$ cat src/rtl/fetch_stage.sv
// rtl/fetch_stage.sv - IF stage: single-outstanding IM fetch, AdEL detection, F/D pipeline register
module fetch_stage #(
    parameter logic [31:0] RESET_PC  = 32'h0000_3000,
    parameter logic [31:0] EXC_PC    = 32'h0000_4180,
    parameter logic [31:0] PC_MIN    = 32'h0000_3000,
    parameter logic [31:0] PC_MAX    = 32'h0000_6FFC,
    parameter logic [4:0]  ADEL_CODE = 5'd4
) (
    input  logic        clk,
    input  logic        reset,
    input  logic [31:0] F_PC,
    input  logic        stall,
    input  logic        Req,
    input  logic        D_eret,
    input  logic        F_BD,
    output logic        im_req,
    output logic [31:0] im_addr,
    input  logic [31:0] im_rdata,
    input  logic        im_rvalid,
    output logic        F_stall,
    output logic [31:0] D_PC,
    output logic [31:0] D_instruction,
    output logic        D_valid,
    output logic [4:0]  D_ExcCode,
    output logic        D_BD
);

    typedef enum logic [1:0] {S_ISSUE, S_WAIT, S_HOLD, S_DROP} state_t;

    state_t      state, next_state;
    logic [31:0] hold_data;
    logic [4:0]  hold_code;

    logic        illegal;
    logic        flush;
    logic        ready;
    logic        fire;
    logic [31:0] data;
    logic [4:0]  code;

    always_comb begin
        illegal    = (F_PC[1:0] != 2'b00) || (F_PC < PC_MIN) || (F_PC > PC_MAX);
        flush      = Req || D_eret;
        next_state = state;
        ready      = 1'b0;
        data       = 32'h0;
        code       = 5'd0;
        im_req     = 1'b0;
        im_addr    = 32'h0;

        case (state)
            S_ISSUE: begin
                if (illegal) begin
                    ready = 1'b1;
                    code  = ADEL_CODE;
                end else if (!flush) begin
                    // Never launch a request on a flush cycle: the PC is about to be redirected.
                    im_req     = 1'b1;
                    im_addr    = F_PC;
                    next_state = S_WAIT;
                end
            end
            S_WAIT: begin
                if (im_rvalid) begin
                    ready = 1'b1;
                    data  = im_rdata;
                end
            end
            S_HOLD: begin
                ready = 1'b1;
                data  = hold_data;
                code  = hold_code;
            end
            S_DROP: begin
                if (im_rvalid) begin
                    next_state = S_ISSUE;
                end
            end
            default: next_state = S_ISSUE;
        endcase

        if (flush) begin
            // A request still in flight must have its response swallowed before reissuing.
            if ((state == S_WAIT || state == S_DROP) && !im_rvalid) begin
                next_state = S_DROP;
            end else begin
                next_state = S_ISSUE;
            end
        end else if (ready) begin
            next_state = stall ? S_HOLD : S_ISSUE;
        end

        fire = ready && !stall && !flush && !reset;
        if (reset) begin
            im_req = 1'b0;
        end
        F_stall = !fire;
    end

    always_ff @(posedge clk or posedge reset) begin
        if (reset) begin
            state <= S_ISSUE;
        end else begin
            state <= next_state;
        end
    end

    always_ff @(posedge clk or posedge reset) begin
        if (reset) begin
            hold_data <= 32'h0;
            hold_code <= 5'd0;
        end else if (flush) begin
            hold_data <= 32'h0;
            hold_code <= 5'd0;
        end else if (ready && stall && state != S_HOLD) begin
            hold_data <= data;
            hold_code <= code;
        end
    end

    always_ff @(posedge clk or posedge reset) begin
        if (reset) begin
            D_PC          <= RESET_PC;
            D_instruction <= 32'h0;
            D_valid       <= 1'b0;
            D_ExcCode     <= 5'd0;
            D_BD          <= 1'b0;
        end else if (flush) begin
            D_PC          <= Req ? EXC_PC : F_PC;
            D_instruction <= 32'h0;
            D_valid       <= 1'b0;
            D_ExcCode     <= 5'd0;
            D_BD          <= 1'b0;
        end else if (fire) begin
            D_PC          <= F_PC;
            D_instruction <= data;
            D_valid       <= 1'b1;
            D_ExcCode     <= code;
            D_BD          <= F_BD;
        end
    end

endmodule

$ cat config.mk
export PLATFORM = sky130hd
export DESIGN_NAME = fetch_stage
export DESIGN_NICKNAME = d
export VERILOG_FILES = /design/src/rtl/fetch_stage.sv
export SDC_FILE = /design/constraint.sdc
export NUM_CORES = 1
export LEC_CHECK = 0
export BUFFER_PORTS_ARGS = -buffer_cell sky130_fd_sc_hd__buf_2
export CAP_MARGIN = 5
export CORE_MARGIN = 8
export CORE_UTILIZATION = 52
export DETAILED_ROUTE_END_ITERATION = 7
export HOLD_SLACK_MARGIN = 0.03
export PLACE_DENSITY = 0.81
export SLEW_MARGIN = 20
export SYNTH_ARGS = -nofsm -noshare
export SYNTH_HDL_FRONTEND = slang
export SYNTH_SLANG_ARGS = --single-unit
$ cat constraint.sdc
create_clock -name clk -period 4.8 [get_ports clk]
set_input_delay 0.96 -clock clk [delete_from_list [all_inputs] [get_ports clk]]
set_output_delay 0.96 -clock clk [all_outputs]
set_load 0.03 [all_outputs]
* Yosys cells after proc, flatten, opt, wreduce, memory -nomap -nowiden
Index checks and enable logic that the tools add are counted.
** Storage, ports and cells
- Input bits :: 71
- Register bits :: 110
- Word-level logic and storage cells :: 73
- Output and inout port bits :: 105
** Cells by class
- Equality and inequality tests :: 6
- Reductions and logical operators :: 21
- Mux-type cells :: 36
- $lt $le $gt $ge :: 2
** Operators with widths (count)
- 32-bit 2-to-1 mux :: 11
- 32-bit one-hot mux with 2 select lines :: 1
- 32-bit by 15-bit greater-than comparator with 1-bit output, second input constant :: 1
- 32-bit by 14-bit < comparator with 1-bit output, second input constant :: 1
- 5-bit 2-to-1 mux :: 4
- 2-bit 2-to-1 mux :: 6
- 1-bit 2-to-1 mux :: 10
- 5-bit one-hot mux with 2 select lines :: 1
- 4-bit inequality test, second input constant :: 2
- 1-bit logical AND :: 6
- 2-bit nonzero test :: 3
- 1-bit logical NOT :: 5
- 2-bit == test, second input constant :: 2
- 1-bit logical OR :: 4
- 2-bit one-hot mux with 2 select lines :: 1
- 4-bit nonzero test :: 1
- 3-bit 2-to-1 mux :: 1
- 1-bit one-hot mux with 3 select lines :: 1
- 3-bit AND reduction :: 1
- 2-bit by 1-bit == test with 1-bit output, second input constant :: 1
- 2-bit logical NOT :: 1
- 2-bit inequality test, second input constant :: 1

* Logic depth before layout (Yosys ltp)
- Word-level depth :: 10
- Depth in mapped cells :: 9
- Gate-level depth less buffers :: 7

* Worst setup path after synthesis
No wires, ideal clock.
- Path type :: input to output
- Start point :: input port reset
- End point :: output port im_req
- Required time :: 3.840 ns
- Stages on the path :: 2
- Path buffers :: 0
- Arrival :: 3.772 ns
- Slack :: 0.068 ns
- Cells stage by stage :: inv_1 and2_1
** On the way
- Word-level cells in the longest chain between the ends :: 1
** Ends and longest elaborated chain
- from (decl) :: line 10 : input logic reset,
- 1-bit 2-to-1 mux :: line 94 : if (reset) begin
- to (decl) :: line 16 : output logic im_req,
Every way passes these cells.

* Worst setup path in the final report
- Start point :: input port F_PC[27]
- End point :: output port F_stall
** On the way
- Word-level cells in the longest chain between the ends :: 9
- Elaborated cells on any way between the ends :: 10
- Classes of those cells :: order compare: 2; mux: 2; reduce/logical: 6
** Ends and longest elaborated chain
- from (decl) :: line 11 : input logic [31:0] F_PC,
- 32-bit by 14-bit < comparator with 1-bit output :: line 42 : illegal = (F_PC[1:0] != 2'b00) || (F_PC < PC_MIN) || (F_PC > PC_MAX);
- 1-bit logical OR :: line 42
- 1-bit logical OR (*) :: line 42
- 1-bit 2-to-1 mux (*) :: line 53 : if (illegal) begin
- 1-bit one-hot mux with 3 select lines (*) :: line 51 : case (state)
- 1-bit logical AND (*) (3 in a row) :: line 93 : fire = ready && !stall && !flush && !reset;
- 1-bit logical NOT (*) :: line 97 : F_stall = !fire;
- to (decl) :: line 20 : output logic F_stall,
Mark *: on every way between the ends. The rest lies on a longest branch, timed or not.

==> flow_summary.yaml <==
routing:
  drt-wirelength-per-cell_um: 17.9
  drc: 0
  vias: 4811
  vias_per_cell: 5.66
  drt_iter0_drc: 341
  drtPass1Iterations: 5
  detail-route-antenna-nets: 0
  routed_wl_mm: 15.2
synthesis:
  synthTopCellsByCount: "108 x dfrtp_1, 60 x nand2b_1, 53 x nand3_1"
  synth-warning-count: 0
  ys_ff_latch: 110
  synth_edf_count: 0
  netlist_area_sq_um: 5610
  synth_compound_area_frac: 0.142
  synth.area.mux_share: 0.0909
  ys_seq_area_frac: 0.491
  async_flop_share: 1.00
  synth-adder-area-share: 0.0111
  synth_top_area_share: 0.481
  yosysTopAreaCell: "dfrtp_1"
  synth.most_common_cell: "dfrtp_1"
  synthSimpleGateAreaFrac: 0.199
  synthXorXnorAreaFrac: 0
  synthFlopType: "dfrtp_1"
  synthCells: 576
  synth.avg_cell_area_sq_um: 9.75
  synth_top_family_by_area: "simple AND/OR/NAND/NOR gates"
  synth.distinct_cells: 44
  synth_area_leaders: "dfrtp_1 48%, mux2i_1 9.1%, nand2b_1 6.7%, nand3_1 4.7%, o21ai_0 3.5%"
setup_path:
  rrSetupSlack_ns: 1.66
  path_class: "input pin to output port"
  path_cells: "buf_2, nor4_1, o211ai_1, nor4_2, nor2_2, nand2_1, buf_2"
  cp_slowest_cell: "nor4_2"
  cp_top_family: "simple AND/OR/NAND/NOR gates"
  rr_endpoint: "D_PC[7]"
  end_kind: "output port"
  crit_required_ns: 3.84
  reg2reg_from: "state[1]"
  start_kind: "input pin"
  crit_buf_inv: 2
  reg2regPathDepth: 9
  cpPeakStageDelay_ns: 0.66
  cp_max_fo: 5
  critPathMostFrequentCell: "buf_2"
  cp.arrival_ns: 2.75
timing:
  min_period_ns: 3.71
  tns_ns: 0
  rsz0062_at_grt: "no"
  setup_viol: 0
  maxClockFrequency_ghz: 0.269
  period_share: 0.774
  layout_setup_ws_ns: 1.09
  slew_headroom: 0.336
  finClkSkew_ns: 0.00650
  hold_violations: 0
  finalMaxSlewViolations: 0
  worst_pin_slew_ns: 0.993
clocking:
  clock_latency_ns: 0.37
  clock-sinks: 110
  ctsResizeCount: 0
  hold_buffers: 0
  path_clk_slew_ns: 0.10
  cts_tree: "built"
  post-cts-setup-buffers: 0
  clockRootBuffer: "clkbuf_8"
  htree_levels: 3
  cts_made_buffers: 9
  clk_path_buf_depth: 2
place:
  dp_hpwl_mm: 10.8
  place_congestion: 0.861
  portBuffers: 156
  postPlaceCellArea_sq_um: 6410
  preCtsSetupSlack_ns: 1.05
hold_path:
  min_path_type: "register to register"
  hold_start: "D_PC[13]"
  min_to: "D_PC[13]"
  hold_path_depth: 2
finish:
  multi_input_area_sq_um: 2590
  syn_to_final_growth_pct: 18.5
  layout-drive-gt1-share: 0.273
  final_core_util: 0.622
  nFillCells: 921
  regArea_sq_um: 2760
  diodes: 0
  layout.nets: 781
  final_area_sq_um: 6650
power_and_ir_drop:
  p_leak_nw: 3.20
  vdd_drop_max_mv: 0.202
  total_power_mw: 2.33
  powerDensity_nw_per_um2: 351
die:
  initial_utilization: 0.525
  row_count: 38
  core_sq_um: 10700
  die_w_um: 120
  die_h_um: 120
  dieArea_sq_um: 14400
  io-pin-count: 176
global_route:
  grt-ovfl-total: 0
  antenna_found_initial: 0
  grt_use_total: 0.207
  grt_first_pass_wirelength_mm: 24.4
  grt_pass1_vias: 4837
  grt_max_degree: 67
run:
  cap_violations: 0
status:
  status: "finished clean"
==> final cells by class <==
class                   instances  share of cell area
inverters                       5             0.00320
clock inverters                 7              0.0181
repair buffers                167               0.130
flip-flops and latches        110               0.414
well taps                     140              0.0263
multi-input cells             412               0.390
clock buffers                   9              0.0186
==> how the worst max path moves through the flow <==
stage / startpoint / endpoint / slack [ns] / cells past startpoint
floorplan: reset / im_req / 0.07 / 2
global placement: F_PC[27] / F_stall / 1.12 / 7
detailed placement: F_PC[27] / D_PC[7] / 1.05 / 7
CTS: F_PC[27] / F_stall / 1.06 / 7
global route: Req / im_addr[14] / 0.91 / 7
finish: F_PC[27] / F_stall / 1.09 / 7
==> cells by family (layout without fill, tap and decap cells) <==
group,Yosys count,in the layout
fa+ha+maj,5,5
simple gates,216,216
buf+inv,72,188
compound gates,121,121
other cells,1,19
mux,51,51
flops,110,110
==> metal layers <==
| layer | global-route usage | wire, um | vias up |
|---|---|---|---|
| li1 | - | - | 2227 |
| met5 | 0 | 0 | - |
| met3 | 0.0545 | 1160 | 6 |
| met4 | 0.0570 | 90 | 0 |
| met2 | 0.346 | 7500 | 198 |
| met1 | 0.259 | 6490 | 2380 |
==> where the power goes <==
group          total (mW)  internal (mW)  switching (mW)
clock               0.666          0.349           0.316
sequential          0.995          0.966          0.0287
combinational       0.674          0.191           0.482
==> sequential cells by signal, indices dropped and copies added, names as in the netlist <==
name,flops
D_instruction,32
D_valid,1
D_ExcCode,5
state,2
hold_data,32
hold_code,5
D_BD,1
D_PC,32
==> worst min-delay path, stage by stage (launching register included) <==
cell and delay (ns):
dfstp_2 0.38, nand2b_1 0.06, mux2i_1 0.06
==> cells in the final DEF (no fill, tap or decap), types with 14 or more instances in the layout <==
cell	instances
conb_1	19
a22o_1	18
a21oi_1	22
dfrtp_1	108
and2_1	16
o21ai_0	38
mux2i_1	51
nand3_1	53
o31ai_1	14
nand2b_1	60
nor2_1	22
nand2_1	45
buf_2	156
a22oi_1	14
==> stage by stage <==
step	cells	hold slack [ns]
finish	850	0.508
global route	850	0.518
CTS	850	0.510
detailed placement	834	0.494
global placement	834	0.473
floorplan	594	0.469
Note: power is estimated with default switching activity, not from simulation.
